**config.mk**
```make
export PLATFORM = sky130hd
export DESIGN_NAME = prio_enco_pipe_flat
export DESIGN_NICKNAME = d
export VERILOG_FILES = /design/src/rtl/prio_enco_pipe_if.sv /design/src/rtl/prio_enco_pipe.sv /design/src/flat_wrapper.sv
export SDC_FILE = /design/constraint.sdc
export NUM_CORES = 1
export LEC_CHECK = 0
export CAP_MARGIN = 10
export CORE_ASPECT_RATIO = 0.75
export CORE_MARGIN = 4
export CORE_UTILIZATION = 53
export CTS_CLUSTER_DIAMETER = 200
export DETAILED_ROUTE_END_ITERATION = 8
export PLACE_DENSITY = 0.86
export SYNTH_ARGS = -nofsm -noshare
export SYNTH_HDL_FRONTEND = slang
export SYNTH_SLANG_ARGS = --single-unit
```
**constraint.sdc**
```tcl
create_clock -name clk -period 4.5 [get_ports clk]
set_clock_uncertainty 0.1 [all_clocks]
set_input_delay 1.125 -clock clk [delete_from_list [all_inputs] [get_ports clk]]
set_output_delay 1.125 -clock clk [all_outputs]
set_load 0.01 [all_outputs]
```
**src/rtl/prio_enco_pipe_if.sv**
```systemverilog
`default_nettype none
// ============================================================================
//  Module   : prio_enco_pipe_if
//  Brief    : Request/result bundle for the pipelined priority encoder.
//             The slave modport is the encoder; the master modport is the
//             request source / result consumer pair.
//  Revision : 1.0 - initial release
// ============================================================================
interface prio_enco_pipe_if #(
  parameter int N = 8
);
  localparam int IDX_W = (N > 1) ? $clog2(N) : 1;

  logic             in_valid;
  logic             in_ready;
  logic [N-1:0]     in_data;
  logic             mode;
  logic             out_valid;
  logic             out_ready;
  logic [IDX_W-1:0] out_idx;
  logic [N-1:0]     out_onehot;
  logic             out_none;
  logic [IDX_W:0]   out_cnt;

  modport master (
    output in_valid, in_data, mode, out_ready,
    input  in_ready, out_valid, out_idx, out_onehot, out_none, out_cnt
  );

  modport slave (
    input  in_valid, in_data, mode, out_ready,
    output in_ready, out_valid, out_idx, out_onehot, out_none, out_cnt
  );
endinterface
`default_nettype wire

```
**src/rtl/prio_enco_pipe.sv**
```systemverilog
`default_nettype none
// ============================================================================
//  Module   : prio_enco_pipe
//  Brief    : One-stage pipelined N-input priority encoder with fixed
//             (highest index wins) and round-robin arbitration, a one-hot
//             decode of the registered winner, a no-request flag and a
//             popcount of the accepted request vector.
//  Revision : 1.0 - initial release
// ============================================================================
module prio_enco_pipe #(
  parameter int N     = 8,   // number of requests, power of two, >= 2
  parameter int RR_EN = 1    // 0 = mode input ignored, fixed priority only
) (
  input  wire logic        clk,
  input  wire logic        rst,
  prio_enco_pipe_if.slave  bus
);

  localparam int IDX_W = (N > 1) ? $clog2(N) : 1;

  // Pointer reset value N-1 makes the very first round-robin search start at 0.
  localparam logic [IDX_W-1:0] c_ptr_init = '1;

  logic [IDX_W-1:0] r_ptr;
  logic [IDX_W-1:0] r_idx;
  logic             r_valid;
  logic             r_none;
  logic             r_dec_en;
  logic [IDX_W:0]   r_cnt;

  logic             w_rr;
  logic             w_any;
  logic             w_accept;
  logic [IDX_W-1:0] w_fix_idx;
  logic [IDX_W-1:0] w_rr_idx;
  logic [IDX_W-1:0] w_win;
  logic [IDX_W:0]   w_cnt;

  // Effective arbitration mode: round-robin only when the build allows it.
  generate
    if (RR_EN != 0) begin : g_rr_mode
      assign w_rr = bus.mode;
    end else begin : g_fixed_mode
      assign w_rr = 1'b0;
    end
  endgenerate

  assign w_any        = |bus.in_data;
  assign bus.in_ready = !r_valid || bus.out_ready;
  assign w_accept     = bus.in_valid && bus.in_ready;

  // Fixed priority: scanning upward, the last set bit seen is the highest one.
  always_comb begin
    w_fix_idx = '0;
    for (int k = 0; k < N; k++) begin
      if (bus.in_data[k]) w_fix_idx = IDX_W'(k);
    end
  end

  // Round-robin: scan offsets from N down to 1 so the smallest offset past the
  // pointer is written last and wins; offset N wraps to the pointer itself,
  // which therefore has the lowest priority.
  always_comb begin
    w_rr_idx = '0;
    for (int off = N; off >= 1; off--) begin
      if (bus.in_data[r_ptr + IDX_W'(off)]) w_rr_idx = r_ptr + IDX_W'(off);
    end
  end

  // Full-width popcount of the request vector, 0..N, no saturation.
  always_comb begin
    w_cnt = '0;
    for (int k = 0; k < N; k++) begin
      w_cnt = w_cnt + (IDX_W+1)'(bus.in_data[k]);
    end
  end

  assign w_win = w_rr ? w_rr_idx : w_fix_idx;

  // Result register, output handshake and round-robin pointer update.
  always_ff @(posedge clk) begin
    if (rst) begin
      r_valid  <= 1'b0;
      r_idx    <= '0;
      r_none   <= 1'b0;
      r_dec_en <= 1'b0;
      r_cnt    <= '0;
      r_ptr    <= c_ptr_init;
    end else if (w_accept) begin
      r_valid  <= 1'b1;
      r_idx    <= w_any ? w_win : '0;
      r_none   <= !w_any;
      r_dec_en <= w_any;
      r_cnt    <= w_cnt;
      if (w_rr && w_any) r_ptr <= w_win;
    end else if (bus.out_ready) begin
      r_valid  <= 1'b0;
    end
  end

  assign bus.out_valid  = r_valid;
  assign bus.out_idx    = r_idx;
  assign bus.out_none   = r_none;
  assign bus.out_cnt    = r_cnt;
  // Decode of the registered index; suppressed after reset and for empty vectors.
  assign bus.out_onehot = r_dec_en ? ({{(N-1){1'b0}}, 1'b1} << r_idx) : '0;

endmodule
`default_nettype wire

```
**src/flat_wrapper.sv**
```systemverilog
// flat-port wrapper written by rule: the top's interface ports become plain ports
module prio_enco_pipe_flat 
#(
  parameter int N     = 8,                                            
  parameter int RR_EN = 1                                                  
)
  (clk, rst, bus_in_valid, bus_in_data, bus_mode, bus_out_ready, bus_in_ready, bus_out_valid, bus_out_idx, bus_out_onehot, bus_out_none, bus_out_cnt);
  prio_enco_pipe_if #(.N(N)) bus_i ();
  input  wire logic clk;
  input  wire logic rst;
  input wire logic [$bits(bus_i.in_valid)-1:0] bus_in_valid;
  input wire logic [$bits(bus_i.in_data)-1:0] bus_in_data;
  input wire logic [$bits(bus_i.mode)-1:0] bus_mode;
  input wire logic [$bits(bus_i.out_ready)-1:0] bus_out_ready;
  output wire logic [$bits(bus_i.in_ready)-1:0] bus_in_ready;
  output wire logic [$bits(bus_i.out_valid)-1:0] bus_out_valid;
  output wire logic [$bits(bus_i.out_idx)-1:0] bus_out_idx;
  output wire logic [$bits(bus_i.out_onehot)-1:0] bus_out_onehot;
  output wire logic [$bits(bus_i.out_none)-1:0] bus_out_none;
  output wire logic [$bits(bus_i.out_cnt)-1:0] bus_out_cnt;
  assign bus_i.in_valid = bus_in_valid;
  assign bus_i.in_data = bus_in_data;
  assign bus_i.mode = bus_mode;
  assign bus_i.out_ready = bus_out_ready;
  assign bus_in_ready = bus_i.in_ready;
  assign bus_out_valid = bus_i.out_valid;
  assign bus_out_idx = bus_i.out_idx;
  assign bus_out_onehot = bus_i.out_onehot;
  assign bus_out_none = bus_i.out_none;
  assign bus_out_cnt = bus_i.out_cnt;
  prio_enco_pipe #(.N(N), .RR_EN(RR_EN)) u_core (.clk(clk), .rst(rst), .bus(bus_i));
endmodule
```
* After elaboration in Yosys (flattened, before gate mapping)
Cells that the tools add are included.
** Operators by class
- Add/sub/neg operators :: 14
- $lt $le $gt $ge :: 8
- Shifts and indexed selects :: 1
- Mux-type cells :: 36
- Reduce and logical (&&, ||, !) cells :: 8
** Operator list (number)
- $mux W3 :: 14
- $lt A3 B4 Y1 const B :: 8
- $add A4 B1 Y4 :: 6
- $bmux W1 S3 :: 8
- $add A3 B3 Y3 const B :: 4
- $mux W1 :: 11
- $mux W8 :: 1
- $reduce_or A8 Y1 :: 1
- $shl A1 B3 Y8 const A :: 1
- $add A3 B2 Y3 const B :: 2
- $mux W2 :: 2
- $add A3 B1 Y3 const B :: 1
- $add A1 B1 Y2 :: 1
- $logic_and A1 B1 Y1 :: 2
- $logic_not A1 Y1 :: 2
- $reduce_and A2 Y1 :: 1
- $reduce_bool A2 Y1 :: 1
- $logic_or A1 B1 Y1 :: 1
** Storage, ports and cells
- Register bits :: 13
- Bits of input ports :: 13
- Output and inout port bits :: 18
- Logic and storage cells :: 73

* Logic depth before layout (Yosys ltp)
Gate-level depths: netlist (run 1).
- Word-level depth :: 12
- Gate-level depth with buffers :: 13
- Depth with buffers taken out :: 13

* Worst setup path before layout (run 1)
OpenSTA, ideal clock, no wires.
- Path kind :: input to register
- Start :: input bus_in_data[0]
- End :: register u_core.r_cnt[1], in the netlist u_core.bus.out_cnt[1]
- Library setup time :: 0.065 ns
- Data arrival time :: 3.465 ns
- Setup slack :: 0.869 ns
- Cell stages on the path :: 12
- Cells stage by stage :: inv_1 ha_1 inv_1 fa_1 fa_1 inv_1 fa_1 inv_1 fa_1 nor2_1 a21oi_1 nor2_1
** On the way
- Word-level cells in the longest chain between the ends :: 7
** RTL lines
- from (decl) :: line flat_wrapper.sv:12 : input wire logic [$bits(bus_i.in_data)-1:0] bus_in_data;
- $add A1 B1 Y2 :: line prio_enco_pipe.sv:74 : w_cnt = w_cnt + (IDX_W+1)'(bus.in_data[k]);
- $add A4 B1 Y4 (6 in series) :: line prio_enco_pipe.sv:74
- to (signal assigned) :: line prio_enco_pipe.sv:94 : r_cnt <= w_cnt;
- to (decl) :: line prio_enco_pipe.sv:29 : logic [IDX_W:0] r_cnt;
No other way between the ends.
A chain may end at the register's enable or synchronous reset.

* Worst setup path after layout (run 1)
- Start :: input bus_in_data[0]
- End :: register u_core.r_cnt[2], in the netlist u_core.bus.out_cnt[2]
Same word-level chain as after synthesis.

==> results of run 1 <==
==> per-layer routing <==
metal,vias up,track usage,wire length (microns)
met5,-,0,0
met4,0,0.02895,14
met3,2,0.04293,248
met2,61,0.3113,1874
met1,786,0.3234,2085
li1,808,-,-
==> sequential cells by signal (all words and copies together), names as in the netlist <==
name and cells:
u_core.bus.out_idx 3, u_core.r_ptr 3, u_core.bus.out_valid 1, u_core.bus.out_none 1
u_core.bus.out_cnt 4, u_core.r_dec_en 1
==> cells by family after synthesis <==
| kind of cell | count (synthesis) |
|---|---|
| DFF | 13 |
| adders and majority gates | 10 |
| muxes | 21 |
| and+or+nand+nor | 63 |
| xor gates and xnor gates | 4 |
| buffers and inverters | 32 |
| AOI/OAI and AO/OA | 59 |
==> area by class of cell <==
cell class	count	area (sq um)
clock buffers	4	45.04
fillers	244	923.4
inverters	22	82.58
multi-input cells	157	1260
flip-flops and latches	13	260.3
well taps	38	47.55
repair buffers	35	337.8
==> per-stage QoR <==
stage                     total power [mW]  setup slack [ns]  cells  area [sq um]  utilization
after floorplan                     0.3577            0.8693    202          1650            -
after global placement              0.4378            0.3152    265          1988       0.6725
after detailed placement            0.4435            0.2266    265          1988       0.6725
after CTS                           0.5482            0.4805    269          2033       0.6877
after global routing                0.5895            0.3413    269          2033       0.6877
final                               0.5502            0.4922    269          2033       0.6877
==> worst max-delay path, cell delays in order <==
cell             delay (ns)
clkdlybuf4s50_1        0.48
inv_1                  0.05
ha_1                   0.29
inv_1                  0.07
fa_1                   0.42
fa_1                   0.49
inv_1                  0.05
fa_1                   0.38
inv_1                  0.08
fa_1                   0.19
xor2_1                 0.17
nor2_1                 0.06
a21oi_1                0.12
nor2_1                 0.05
==> cell usage in the layout, fill, tap and decap left out, types with 3 or more instances in the layout <==
cell             count
nor3_1               8
clkbuf_8             3
dfxtp_1             13
fa_1                 4
buf_4                5
nor2_1              22
ha_1                 6
mux2i_1              6
mux4_1               3
a22oi_1              4
mux2_2               6
o211ai_1             4
a21oi_1             19
o21ai_0              3
nand2_1             16
nand3_1              3
mux4_2               5
clkdlybuf4s50_1     30
inv_1               20
a31oi_1              5
nand2b_1             6
==> how the worst min path moves through the flow <==
stage / to / cells after the start / slack [ns]
floorplan: u_core.bus.out_cnt[0] / 2 / 0.38
CTS: u_core.bus.out_cnt[0] / 2 / 0.36
finish: u_core.bus.out_cnt[0] / 2 / 0.36
global placement: u_core.bus.out_cnt[0] / 2 / 0.34
global route: u_core.bus.out_cnt[0] / 2 / 0.40
detailed placement: u_core.bus.out_cnt[0] / 2 / 0.35
==> power breakdown <==
group	leakage [nW]	switching [mW]	internal (mW)
Clock	0.0228	0.0409	0.0625
Sequential	0.107	0.0148	0.128
Combinational	0.673	0.165	0.140
Total	0.803	0.221	0.330
==> PnR_summary.wiki, run 1 <==
{| class="wikitable"
! Metric !! Value
|-
| Proportion of netlist area held by the largest area contributor || 0.1577
|-
| DIE WIDTH || 72.44 microns
|-
| Combinational family with the most area after synthesis || compound AO/OA/AOI/OAI gates
|-
| Maximum clock path buffer count || 2
|-
| Final min period || 4.008 ns
|-
| Clk Latency, worst-skew pair || 0.24 ns
|-
| Post-synthesis net count || 225
|-
| Initial cell density of the core || 0.5582
|-
| Fraction of final layout cells sized beyond drive strength 1 || 0.1082
|-
| Maximum number of pins on one net before global-route repair || 20
|-
| Synthesis-stage register bit count || 13
|-
| Share of the synthesized netlist area taken by xor and xnor gates || 0.02123
|-
| Number of buffers added by the clock tree synthesis step || 3
|-
| Worst-margin pin slew || 0.7736 ns
|-
| Data arrival time of the critical path || 4.02 ns
|-
| Post-CTS setup buffer count || 0
|-
| Routed wire per std cell || 15.70 microns
|-
| Adder-Cell Fraction of Synth Area || 0.09401
|-
| Final Hold Violating Endpoints || 0
|-
| Via count of the routed design || 1657
|-
| Result of the run || completed
|-
| Synth Flop Type || dfxtp_1
|-
| Initial detailed-routing violation count || 197
|-
| Final wirelength || 4222 microns
|-
| Number of input and output port buffers inserted || 30
|-
| DRT Pass-1 Iters || 4
|-
| RR Startpoint || u_core.r_ptr[0]
|-
| CP startpoint kind || input port
|-
| Syn Std Cell Area || 0.001650 sq mm
|-
| Overall routing resource usage || 0.2114
|-
| Proportion of synthesized flip-flops having asynchronous set or reset || 0
|-
| Origin of the worst setup path || bus_in_data[0]
|-
| Num rows || 17
|-
| Clock sink total || 13
|-
| Yosys Warn Count || 0
|-
| Net count, final || 255
|-
| Worst endpoint required time || 4.51 ns
|-
| R2R Path End || u_core.bus.out_idx[2]
|-
| Start point of the worst min-delay path || u_core.bus.out_cnt[0]
|-
| Count of antenna-violating nets left after detailed routing || 0
|-
| RSZ-0062 raised after global routing || no
|-
| Number of levels in the clock H-tree || 1
|-
| Vias in the first global route || 1466
|-
| Leak Pwr || 0.8032 nW
|-
| Root Buffer Master || clkbuf_8
|-
| Worst max-slew margin expressed relative to the limit || 0.4836
|-
| Compound-gate portion of the synthesized area || 0.2699
|-
| Capture point of the worst path || u_core.bus.out_cnt[2]
|-
| CP Max Fanout || 2
|-
| Cell type with the highest aggregate area in the netlist || dfxtp_1
|-
| Antenna fix cells || 0
|-
| Remaining global-route overflow || 0
|-
| Reg clk slew, reported paths || 0.06 ns
|-
| Placeable core region || 0.002957 sq mm
|-
| Kind of critical path || in2reg
|-
| Critical path capture point type || flop
|-
| Total I/O pin count || 31
|-
| Leading cell types by total area after synthesis || dfxtp_1 (16%), mux4_2 (6.8%), a21oi_1 (5.8%)
|-
| Achievable Freq || 249.5 MHz
|-
| Synth cell count leaders || nor2_1 (22), inv_1 (20), a21oi_1 (19)
|-
| Top-count cell post-synth || nor2_1
|-
| Number of max-slew violations in the final report || 0
|-
| Worst-case reg-to-reg path depth || 9
|-
| Portion of netlist area occupied by mux cells || 0.2024
|-
| Post-route worst hold slack || 0.3557 ns
|-
| Max rail drop VDD || 0.1519 mV
|-
| Final total negative setup slack || 0 ns
|-
| Reg-to-reg slack, setup || 1.34 ns
|-
| Number of enable flip-flop cells after synthesis || 0
|-
| Setup-failing EPs final || 0
|-
| CTS-repair resized insts || 0
|-
| Synthesized-area fraction occupied by and/or/nand/nor cells || 0.1759
|-
| Tcrit/Tclk final || 0.8906
|-
| Wire length of the first global-routing pass || 6969 microns
|-
| Count of maximum capacitance violations || 0
|-
| Number of hold buffers added after cts || 0
|-
| Seq/Total Area, Yosys || 0.1577
|-
| GPL Wtd Cong || 0.9205
|-
| Area growth, synth to finish || 23.20%
|-
| Antenna violations before repair || 0
|-
| Sum of net half-perimeters after detailed placement || 3241 microns
|-
| Number of design rule violations left after detail routing || 0
|-
| Die Ht || 56.33 microns
|-
| TritonCTS clock tree || yes
|-
| Per-instance average area after synthesis || 8.170 sq um
|-
| Die area || 0.004080 sq mm
|-
| Power Dens Cells || 270.6 mW/mm^2
|-
| Hold Crit Class || reg2reg
|-
| Gate Count Post-Synth || 202
|-
| Count of different cell masters after synthesis || 51
|-
| Vias per Instance || 6.160
|}
(Power assumes the default switching activity.)
==> run 2, diff against run 1 <==
==> constraint.sdc (replaced) <==
create_clock -name clk -period 4.5 [get_ports clk]
set_clock_uncertainty 0.1 [all_clocks]
set_input_delay 0.9 -clock clk [delete_from_list [all_inputs] [get_ports clk]]
set_output_delay 0.9 -clock clk [all_outputs]
set_load 0.01 [all_outputs]
==> PnR_summary.wiki, run 2 (same netlist as run 1, synthesis figures left out) <==
{| class="wikitable"
! Metric !! Value
|-
| Result of the run || completed
|-
| Hold Crit Class || reg2reg
|-
| Via count of the routed design || 1684
|-
| Post-CTS setup buffer count || 0
|-
| Count of maximum capacitance violations || 0
|-
| Setup-failing EPs final || 0
|-
| CTS-repair resized insts || 0
|-
| Overall routing resource usage || 0.2254
|-
| Antenna violations before repair || 0
|-
| Count of antenna-violating nets left after detailed routing || 0
|-
| Worst max-slew margin expressed relative to the limit || 0.4947
|-
| Achievable Freq || 243.8 MHz
|-
| Final Non-Filler Cells || 267
|-
| RSZ-0062 raised after global routing || no
|-
| Clock sink total || 13
|-
| Routed wire per std cell || 16.60 microns
|-
| DRT Pass-1 Iters || 5
|-
| Final wirelength || 4431 microns
|-
| Number of max-slew violations in the final report || 0
|-
| Remaining global-route overflow || 0
|-
| Area growth, synth to finish || 22.29%
|-
| Number of design rule violations left after detail routing || 0
|-
| Wire length of the first global-routing pass || 7341 microns
|-
| Total instance count after detailed placement || 263
|-
| Placeable core region || 0.002957 sq mm
|-
| Filler Cells Inserted || 241
|-
| Sum of net half-perimeters after detailed placement || 3298 microns
|-
| Die area || 0.004080 sq mm
|-
| DIE WIDTH || 72.44 microns
|-
| Number of hold buffers added after cts || 0
|-
| Kind of critical path || in2reg
|-
| Core Util, Final || 0.6826
|-
| Most frequent cells in the layout || clkdlybuf4s50_1 (30), nor2_1 (22), inv_1 (20)
|-
| CP startpoint kind || input port
|-
| Post-route worst hold slack || 0.3590 ns
|-
| Worst path cell trace || clkdlybuf4s50_1 > inv_1 > ha_1 > inv_1 > fa_1 > fa_1 > inv_1 > fa_1 > inv_1 > fa_1 > nor2_1 > a21oi_1 > nor2_1
|-
| Leak Pwr || 0.7935 nW
|-
| Num rows || 17
|-
| Most common cell after layout, fill and taps aside || clkdlybuf4s50_1
|-
| Total chip power || 0.5569 mW
|-
| Reg clk slew, reported paths || 0.06 ns
|-
| Cell with the biggest individual delay on the critical path || clkdlybuf4s50_1
|-
| Maximum number of pins on one net before global-route repair || 20
|-
| Clk Latency, worst-skew pair || 0.25 ns
|-
| Max rail drop VDD || 0.1804 mV
|-
| Total buffers and inverters traversed by the critical path || 5
|-
| Maximum clock path buffer count || 2
|-
| Critical path capture point type || flop
|-
| TritonCTS clock tree || yes
|-
| Final min period || 4.102 ns
|-
| Power Dens Cells || 276.0 mW/mm^2
|-
| Root Buffer Master || clkbuf_8
|-
| Initial cell density of the core || 0.5582
|-
| Tcrit/Tclk final || 0.9115
|-
| Final Hold Violating Endpoints || 0
|-
| Total I/O pin count || 31
|-
| Number of buffers added by the clock tree synthesis step || 3
|-
| Data arrival time of the critical path || 4.18 ns
|-
| Die Ht || 56.33 microns
|-
| Cell family with most CP delay || adder cells
|-
| Worst endpoint required time || 4.58 ns
|-
| Fraction of final layout cells sized beyond drive strength 1 || 0.1004
|-
| Initial detailed-routing violation count || 175
|-
| Worst-margin pin slew || 0.7570 ns
|-
| Number of levels in the clock H-tree || 1
|-
| Antenna fix cells || 0
|-
| Final total negative setup slack || 0 ns
|-
| CP Max Fanout || 8
|-
| Vias in the first global route || 1520
|-
| Number of input and output port buffers inserted || 30
|-
| Number of flip-flops in the largest register || 4
|-
| Net count, final || 253
|-
| GPL Wtd Cong || 0.9546
|-
| Largest stage delay on the critical path || 0.61 ns
|-
| Vias per Instance || 6.307
|}
-- run 2: worst min-delay path, stage by stage (launching register included) --
cell     delay (ns)
dfxtp_1        0.31
nand2_1        0.05
a21oi_1        0.05
-- run 2: power breakdown --
part           leakage, nW  switching (mW)  internal (mW)
combinational        0.664           0.169          0.139
sequential           0.107          0.0143          0.128
clock               0.0228          0.0448         0.0627
total                0.794           0.228          0.329
-- run 2: cell type report --
type	instances	area [sq um]	share of cell area
repair buffers	33	322.8	0.1600
inverters	22	82.58	0.04092
multi-input cells	157	1260	0.6243
flip-flops and latches	13	260.3	0.1290
well taps	38	47.55	0.02356
clock buffers	4	45.04	0.02232
-- run 2: final timing paths --
check	cells after the start	from	end	slack, ns
worst max-delay path	13	bus_in_data[0]	u_core.bus.out_cnt[1]	0.40
worst min-delay path	2	u_core.bus.out_cnt[0]	u_core.bus.out_cnt[0]	0.36
worst max register to register	9	u_core.r_ptr[0]	u_core.bus.out_idx[2]	1.34
worst min register to register	2	u_core.bus.out_cnt[0]	u_core.bus.out_cnt[0]	0.36
-- run 2: metal layers --
layer	global-route usage	share of wire	wire length [microns]	up-vias
met5	0	0	0	-
met1	0.3355	0.45	1997	777
met2	0.3100	0.43	1912	91
met3	0.06977	0.097	430	12
li1	-	-	-	804
met4	0.06316	0.020	90	0
-- run 2: per-stage QoR --
step                worst slack (ns)  cell area [sq um]
floorplan                      1.094               1650
global route                  0.3022               2018
global placement              0.3938               1973
CTS                           0.4150               2018
finish                        0.3983               2018
detailed placement            0.2182               1973
==> run 3, diff against run 2 <==
Settings changed: PLACE_DENSITY 0.86 to 0.92.
==> PnR_summary.wiki, run 3 (same netlist as run 1, synthesis figures left out) <==
{| class="wikitable"
! Metric !! Value
|-
| Final min period || 3.973 ns
|-
| Worst Hold Path EP || u_core.bus.out_cnt[2]
|-
| Reg clk slew, reported paths || 0.06 ns
|-
| Critical path capture point type || flop
|-
| R2R Path End || u_core.bus.out_idx[2]
|-
| Power Dens Cells || 274.0 mW/mm^2
|-
| Antenna fix cells || 0
|-
| Worst path cell trace || clkdlybuf4s50_1 > inv_1 > ha_1 > inv_1 > fa_1 > fa_1 > inv_1 > fa_1 > inv_1 > fa_1 > nor2_1 > a21oi_1 > nor2_1
|-
| Final Hold Violating Endpoints || 0
|-
| Tcrit/Tclk final || 0.8829
|-
| Via count of the routed design || 1707
|-
| Wire length of the first global-routing pass || 7596 microns
|-
| Cell with the biggest individual delay on the critical path || clkdlybuf4s50_1
|-
| GPL Wtd Cong || 0.9744
|-
| Maximum number of pins on one net before global-route repair || 20
|-
| Root Buffer Master || clkbuf_8
|-
| Routed wire per std cell || 16.41 microns
|-
| Fraction of met1 tracks used by global routing || 0.3418
|-
| Filler Cells Inserted || 244
|-
| Final Non-Filler Cells || 267
|-
| Total I/O pin count || 31
|-
| Num rows || 17
|-
| Most frequent cells in the layout || clkdlybuf4s50_1 (30), nor2_1 (22), inv_1 (20)
|-
| Largest stage delay on the critical path || 0.60 ns
|-
| Net count, final || 253
|-
| Number of max-slew violations in the final report || 0
|-
| Core Util, Final || 0.6826
|-
| Setup-failing EPs final || 0
|-
| Final instance area || 0.002018 sq mm
|-
| Leak Pwr || 0.7935 nW
|-
| RSZ-0062 raised after global routing || no
|-
| Count of antenna-violating nets left after detailed routing || 0
|-
| Initial cell density of the core || 0.5582
|-
| Number of design rule violations left after detail routing || 0
|-
| Vias in the first global route || 1566
|-
| GR met3 Demand/Resource || 0.04114
|-
| CP Max Fanout || 8
|-
| Antenna violations before repair || 0
|-
| Number of input and output port buffers inserted || 30
|-
| Hold Crit Class || reg2reg
|-
| Number of hold buffers added after cts || 0
|-
| Max rail drop VDD || 0.1461 mV
|-
| CTS-repair resized insts || 0
|-
| Clk Latency, worst-skew pair || 0.24 ns
|-
| Total placed instance area || 0.001973 sq mm
|-
| Total buffers and inverters traversed by the critical path || 5
|-
| Reg-to-reg slack, setup || 1.27 ns
|-
| Dpl ws || 0.2513 ns
|-
| Worst-margin pin slew || 0.7242 ns
|-
| Met2 usage || 0.3463
|-
| Worst-case reg-to-reg path depth || 9
|-
| Post-CTS setup buffer count || 0
|-
| Initial detailed-routing violation count || 219
|-
| Final total negative setup slack || 0 ns
|-
| CP startpoint kind || input port
|-
| Count of cells along the worst hold path || 2
|-
| Fraction of final layout cells sized beyond drive strength 1 || 0.1004
|-
| Number of levels in the clock H-tree || 1
|-
| Sum of net half-perimeters after detailed placement || 3359 microns
|-
| Area growth, synth to finish || 22.29%
|-
| TritonCTS clock tree || yes
|-
| Maximum clock path buffer count || 2
|-
| Achievable Freq || 251.7 MHz
|-
| Most common cell after layout, fill and taps aside || clkdlybuf4s50_1
|-
| Final wirelength || 4382 microns
|-
| DIE WIDTH || 72.44 microns
|-
| Clock sink total || 13
|-
| Routing layer with the top usage in global route || met2
|-
| RR Startpoint || u_core.r_ptr[1]
|-
| Worst max-slew margin expressed relative to the limit || 0.5166
|-
| Total instance count after detailed placement || 263
|-
| DRT Pass-1 Iters || 5
|-
| Die Ht || 56.33 microns
|-
| Result of the run || completed
|-
| Cell family with most CP delay || adder cells
|-
| Overall routing resource usage || 0.2285
|-
| Start point of the worst min-delay path || u_core.bus.out_cnt[2]
|-
| Data arrival time of the critical path || 4.05 ns
|-
| Count of maximum capacitance violations || 0
|-
| Die area || 0.004080 sq mm
|-
| Worst endpoint required time || 4.58 ns
|-
| Number of buffers added by the clock tree synthesis step || 3
|-
| Remaining global-route overflow || 0
|-
| Vias per Instance || 6.393
|-
| Number of flip-flops in the largest register || 4
|-
| Placeable core region || 0.002957 sq mm
|-
| Post-layout worst setup margin || 0.5268 ns
|-
| Kind of critical path || in2reg
|}
## run 3: worst min-delay path: stages, from the launching register on
cell     delay [ns]
dfxtp_1        0.33
a21oi_1        0.07
nor2_1         0.07
## run 3: layout make-up
cell class,instances,area [sq um],share of cell area
clock buffer,4,45.04,0.02232
sequential,13,260.3,0.1290
multi-input combinational,157,1260,0.6243
tap,38,47.55,0.02356
timing repair buffer,33,322.8,0.1600
inverter,22,82.58,0.04092
## run 3: power breakdown
group | internal [mW] | switching (mW)
Sequential | 0.128 | 0.0146
Clock | 0.0626 | 0.0425
Combinational | 0.138 | 0.168
## run 3: per-layer routing
layer	part of all wire	wire, microns
met1	0.43	1879
met2	0.47	2052
met3	0.093	407
met4	0.010	44
met5	0	0
## run 3: worst max-delay path by stage
stage	depth (start not counted)	end	slack, ns	startpoint
finish	13	u_core.bus.out_cnt[1]	0.53	bus_in_data[0]
global route	13	u_core.bus.out_cnt[1]	0.29	bus_in_data[0]
CTS	13	u_core.bus.out_cnt[1]	0.51	bus_in_data[0]
detailed placement	13	u_core.bus.out_cnt[1]	0.25	bus_in_data[0]
global placement	13	u_core.bus.out_cnt[1]	0.40	bus_in_data[1]
floorplan	12	u_core.bus.out_cnt[1]	1.09	bus_in_data[0]
## run 3: metrics by stage
step | total power, mW | hold WS (ns)
after floorplan | 0.3577 | 0.3805
after global placement | 0.4369 | 0.3458
after detailed placement | 0.4434 | 0.3846
after CTS | 0.5499 | 0.3996
after global routing | 0.5932 | 0.4093
final | 0.5531 | 0.3987
